$ cat config.mk
export PLATFORM = sky130hd
export DESIGN_NAME = tlcd_scheduler
export DESIGN_NICKNAME = d
export VERILOG_FILES = /design/src/rtl/tlcd_scheduler.sv
export SDC_FILE = /design/constraint.sdc
export NUM_CORES = 1
export LEC_CHECK = 0
export ABC_CLOCK_PERIOD_IN_PS = 2300
export CAP_MARGIN = 20
export CORE_ASPECT_RATIO = 0.9
export CORE_MARGIN = 4
export CORE_UTILIZATION = 49
export CTS_BUF_LIST = sky130_fd_sc_hd__clkbuf_4
export DETAILED_ROUTE_END_ITERATION = 8
export GPL_ROUTABILITY_DRIVEN = 0
export PLACE_DENSITY = 0.79
export SLEW_MARGIN = 0
export SYNTH_ARGS = -nofsm -noshare
export SYNTH_HDL_FRONTEND = slang
export SYNTH_SLANG_ARGS = --single-unit
export TNS_END_PERCENT = 1
$ cat constraint.sdc
create_clock -name CLK -period 2.3 [get_ports CLK]
set_clock_uncertainty 0.1 [all_clocks]
set_input_delay 0.46 -clock CLK [delete_from_list [all_inputs] [get_ports CLK]]
set_output_delay 0.46 -clock CLK [all_outputs]
set_load 0.02 [all_outputs]
$ cat src/rtl/tlcd_scheduler.sv
// rtl/tlcd_scheduler.sv - two-requester LCD line scheduler with init sequence and idle refresh
module tlcd_scheduler #(
    parameter int unsigned REFRESH_TICKS = 5000
) (
    input  logic         CLK,
    input  logic         RESETN,
    input  logic         REQ0,
    input  logic         REQ1,
    input  logic         LINE0,
    input  logic         LINE1,
    input  logic [127:0] TEXT0,
    input  logic [127:0] TEXT1,
    output logic         GNT0,
    output logic         GNT1,
    output logic         WR_VALID,
    output logic         WR_RS,
    output logic [7:0]   WR_DATA,
    input  logic         WR_READY,
    output logic         INIT_DONE,
    output logic         BUSY
);

    localparam int TW = (REFRESH_TICKS > 1) ? $clog2(REFRESH_TICKS) : 1;
    localparam logic [TW-1:0] TICK_LAST = TW'((REFRESH_TICKS == 0) ? 0 : REFRESH_TICKS - 1);

    typedef enum logic [1:0] {ST_INIT, ST_IDLE, ST_ADDR, ST_DATA} state_t;

    state_t         state;
    logic [1:0]     init_step;
    logic [3:0]     idx;
    logic [TW-1:0]  timer;
    logic           refresh_pending;
    logic           refresh_pass;
    logic           last_gnt;
    logic           line_sel;
    logic [127:0]   shadow_up;
    logic [127:0]   shadow_lo;
    logic [127:0]   cur_text;
    logic           pick1;

    function automatic logic [7:0] init_cmd(input logic [1:0] step);
        case (step)
            2'd0:    return 8'h38;
            2'd1:    return 8'h0C;
            2'd2:    return 8'h06;
            default: return 8'h01;
        endcase
    endfunction

    // Character k sits at bits [(15-k)*8 +: 8]; for a 4-bit k, 15-k is ~k.
    function automatic logic [7:0] char_at(input logic [127:0] text, input logic [3:0] k);
        return text[{~k, 3'b000} +: 8];
    endfunction

    assign cur_text = line_sel ? shadow_lo : shadow_up;
    assign pick1    = REQ1 && (!REQ0 || !last_gnt);
    assign BUSY     = (state != ST_IDLE);

    always_ff @(posedge CLK or negedge RESETN) begin
        if (!RESETN) begin
            state           <= ST_INIT;
            init_step       <= 2'd0;
            idx             <= 4'd0;
            timer           <= '0;
            refresh_pending <= 1'b0;
            refresh_pass    <= 1'b0;
            last_gnt        <= 1'b1;
            line_sel        <= 1'b0;
            shadow_up       <= {16{8'h20}};
            shadow_lo       <= {16{8'h20}};
            GNT0            <= 1'b0;
            GNT1            <= 1'b0;
            WR_VALID        <= 1'b0;
            WR_RS           <= 1'b0;
            WR_DATA         <= 8'h00;
            INIT_DONE       <= 1'b0;
        end else begin
            GNT0 <= 1'b0;
            GNT1 <= 1'b0;
            if (state != ST_IDLE) begin
                timer <= '0;
            end
            case (state)
                ST_INIT: begin
                    if (!WR_VALID) begin
                        WR_VALID <= 1'b1;
                        WR_RS    <= 1'b0;
                        WR_DATA  <= init_cmd(init_step);
                    end else if (WR_READY) begin
                        if (init_step == 2'd3) begin
                            WR_VALID  <= 1'b0;
                            INIT_DONE <= 1'b1;
                            state     <= ST_IDLE;
                        end else begin
                            init_step <= init_step + 2'd1;
                            WR_DATA   <= init_cmd(init_step + 2'd1);
                        end
                    end
                end
                ST_IDLE: begin
                    if (REQ0 || REQ1) begin
                        if (pick1) begin
                            GNT1     <= 1'b1;
                            last_gnt <= 1'b1;
                            line_sel <= LINE1;
                            if (LINE1) shadow_lo <= TEXT1;
                            else       shadow_up <= TEXT1;
                        end else begin
                            GNT0     <= 1'b1;
                            last_gnt <= 1'b0;
                            line_sel <= LINE0;
                            if (LINE0) shadow_lo <= TEXT0;
                            else       shadow_up <= TEXT0;
                        end
                        refresh_pass <= 1'b0;
                        timer        <= '0;
                        state        <= ST_ADDR;
                    end else if (refresh_pending) begin
                        refresh_pending <= 1'b0;
                        refresh_pass    <= 1'b1;
                        line_sel        <= 1'b0;
                        timer           <= '0;
                        state           <= ST_ADDR;
                    end else if (REFRESH_TICKS != 0) begin
                        if (timer == TICK_LAST) begin
                            timer           <= '0;
                            refresh_pending <= 1'b1;
                        end else begin
                            timer <= timer + 1'b1;
                        end
                    end
                end
                ST_ADDR: begin
                    if (!WR_VALID) begin
                        WR_VALID <= 1'b1;
                        WR_RS    <= 1'b0;
                        WR_DATA  <= line_sel ? 8'hC0 : 8'h80;
                    end else if (WR_READY) begin
                        idx     <= 4'd0;
                        WR_RS   <= 1'b1;
                        WR_DATA <= char_at(cur_text, 4'd0);
                        state   <= ST_DATA;
                    end
                end
                ST_DATA: begin
                    if (WR_VALID && WR_READY) begin
                        if (idx == 4'd15) begin
                            // A refresh pass chains straight from the upper line into the lower one.
                            if (refresh_pass && !line_sel) begin
                                line_sel <= 1'b1;
                                WR_RS    <= 1'b0;
                                WR_DATA  <= 8'hC0;
                                state    <= ST_ADDR;
                            end else begin
                                WR_VALID     <= 1'b0;
                                refresh_pass <= 1'b0;
                                state        <= ST_IDLE;
                            end
                        end else begin
                            idx     <= idx + 4'd1;
                            WR_DATA <= char_at(cur_text, idx + 4'd1);
                        end
                    end
                end
                default: state <= ST_INIT;
            endcase
        end
    end

endmodule

==> summary.md <==
Run status
• finished with violations — outcome
• negative setup slack — violated checks

Placement
• 276 — count of input and output buffers
• -0.134 ns — worst-case setup slack after placement
• 29700 um — half-perimeter wire length after placement
• 2041 — count of placed standard cells including taps
• 18600 um^2 — Placed Instance Area

Route
• 1285 — number of design-rule violations left by the first detailed-router iteration
• 0 — DRC errors left
• 18.7 um — mean routed wirelength per cell
• 5 — first-pass detailed-route iteration total
• 5.54 — number of vias per cell
• 0 — DRT antenna net count
• 40800 um — wire length after detailed routing
• 12122 — vias

Clock network
• yes — CTS tree
• 294 — total clock sinks
• 3 — H-Tree Level Count
• 3 — clock buffer depth
• clkbuf_4 — Root Buffer
• 0.07 ns — clock-pin transition on the worst setup and hold timing paths
• 76 — cts bufs inserted
• 0.70 ns — latest clock arrival within the worst-skew pair

Pwr
• 25.2 mW — overall power consumption
• 19.8% — clock power share
• 1270 nW/um^2 — total power density per cell area
• 8.71 nW — Leakage
• 36.0% — switching share of total power
• 16.1 mW — internal power
• 9.07 mW — Switch Pwr
• 524 uV — maximum resistive drop on vdd
• 36.3% — proportion of power drawn by flip-flops and latches
• 43.9% — part of the total power dissipated in combinational logic

Logic synthesis
• 56 — count of different cell masters after synthesis
• 1341 — Cells after Synth
• 1611 — net count after synthesis
• 14500 um^2 — synthesized cell area
• 100% — fraction of registers with async set or reset after synthesis
• 10.8 um^2 — post-synthesis average cell area
• dfrtp_1 — main flop type after synthesis
• 0 — synthesis warning total
• 51.1% — share of the yosys chip area belonging to registers
• 294 — number of flip-flops and latches in the synthesized netlist
• 0 — number of flops mapped to enable cells by yosys

Die
• 189 um — die boundary width
• 277 — boundary pin count
• 171 um — Die Y
• 49.9% — effective utilization at floorplan
• 32400 um^2 — die footprint
• 59 — std cell rows
• 29000 um^2 — core region area

Timing
• 0 — fin. max-slew vios
• 0.201 ns — worst hold margin
• 0 — final hold violation count
• 424 MHz — maximum operating frequency
• 65.8% — headroom to the max-slew limit
• 103% — Final period util
• yes — setup repair after global routing missed its margin
• 0.513 ns — Worst-Margin Slew
• 2.36 ns — final period demand of the worst path
• -0.160 ns — setup_tns
• -0.0576 ns — fin worst setup slack
• 5 — count of endpoints failing setup in the final report

Worst setup path
• flop — Worst Setup Start Kind
• 9 — worst-path fanout max
• flop — Worst setup EP type
• reg2reg — start-to-end type of the worst setup path
• 2.75 ns — Worst EP required
• 2.81 ns — critical path arrival

Final layout
• 21.4% — share of cells above drive strength 1
• 68.5% — final core utilization
• 2189 — Finished Layout Cells
• 37.1% — area growth from synthesis to layout
• clkdlybuf4s50_1 — most common library cell in the layout ignoring fill and taps
• 2000 — final net count
• clkdlybuf4s50_1 (266), dfrtp_1 (259), mux2i_1 (160), nor2_1 (159), nand2_1 (157) — most frequent cells in the layout
• 19900 um^2 — final instance area

Global route
• 24.9% — GRT Total Usage
• met2 — layer with the highest usage
• 64300 um — first-pass GRT wire length
• 5.59% — fraction of met3 tracks used by global routing
• 40.3% — GR met2 Demand/Resource
• 33.8% — met1 usage in global routing
• 0 — Congestion Overflow GR
• 12288 — vias in the first global route
• 84 — pin count of the biggest net entering global routing
• 1 — initial antenna violation count

Run
• 0 — # Max-Cap Violations

Worst hold path
• in2async — Worst Hold Class

[registers in the layout (all words and copies together), names as in the netlist]
signal and cells:
GNT0 1, timer 13, refresh_pass 1, WR_VALID 1
GNT1 1, INIT_DONE 1, last_gnt 1, shadow_up 128
state 2, idx 4, refresh_pending 1, shadow_lo 128
WR_DATA 8, WR_RS 1, line_sel 1, init_step 2
[cell type report]
type | count | area, um^2
Inverter | 6 | 22.5
Clock buffer | 127 | 953
Multi-Input combinational cell | 940 | 6650
Timing Repair Buffer | 412 | 4190
Clock inverter | 13 | 138
Antenna cell | 1 | 2.50
Tap cell | 396 | 495
Sequential cell | 294 | 7410
Fill cell | 2078 | 9150
[metal layers]
layer	part of all wire (%)	wire length, um
met1	41	16600
met4	2.9	1180
met3	8.5	3450
met2	48	19600
met5	0	0
[path summary, 6_finish.rpt]
| path | endpoint | cells past startpoint | startpoint | slack (ns) |
|---|---|---|---|---|
| max | WR_DATA[4] | 6 | line_sel | -0.06 |
| min | refresh_pass | 2 | RESETN | 0.20 |
| max reg2reg | WR_DATA[4] | 6 | line_sel | -0.06 |
| min reg2reg | shadow_up[13] | 2 | shadow_up[13] | 0.36 |
| max in group asynchronous | shadow_up[69] | 3 | RESETN | 1.10 |
| min in group CLK | shadow_up[77] | 3 | TEXT1[77] | 0.35 |
[cell families after synthesis]
logic type | share of synthesized area, %
AOI/OAI and AO/OA | 11.9
xor gates and xnor gates | 0.898
adders and majority gates | 0.605
buffers and inverters | 3.71
DFF | 51.1
muxes | 21.6
and+or+nand+nor | 10.2
[power groups by stage]
stage / combinational (mW) / clock [mW] / sequential (mW)
final: 11.0 / 5.00 / 9.13
after global routing: 12.0 / 5.40 / 9.36
after CTS: 10.8 / 5.08 / 9.06
after detailed placement: 10.5 / 0 / 9.18
after global placement: 10.1 / 0 / 9.03
after floorplan: 6.85 / 0 / 8.72
[critical path: stages (launching register included)]
cell and delay [ns]:
dfrtp_4 0.46, buf_12 0.14, buf_12 0.15, mux4_2 0.55
mux4_2 0.52, mux2i_1 0.21, o21ai_1 0.09
[synth_stat cells, types with 11 or more instances]
master	number	area share, %
nand2_1	157	4.1
nand3_1	11	0.38
nor2_1	160	4.1
mux2i_1	165	11
mux4_2	58	9.0
buf_1	11	0.29
o21ai_0	42	1.5
dfrtp_1	261	45
buf_2	34	1.2
dfstp_2	33	6.0
a21oi_1	144	5.0
o21ai_1	105	3.6
clkbuf_1	45	1.2
[what timing repair did]
| item | 4_1_cts | 5_1_grt |
|---|---|---|
| setup buffers | 4 | 2 |
| gates resized for setup | 17 | 14 |
| pin swaps | 2 | 6 |
| endpoints found under the setup margin | 18 | 13 |
| hold endpoints to repair | 57 | 0 |
| hold buffers | 1 | 0 |
Note: power is estimated with default switching activity, not from simulation.
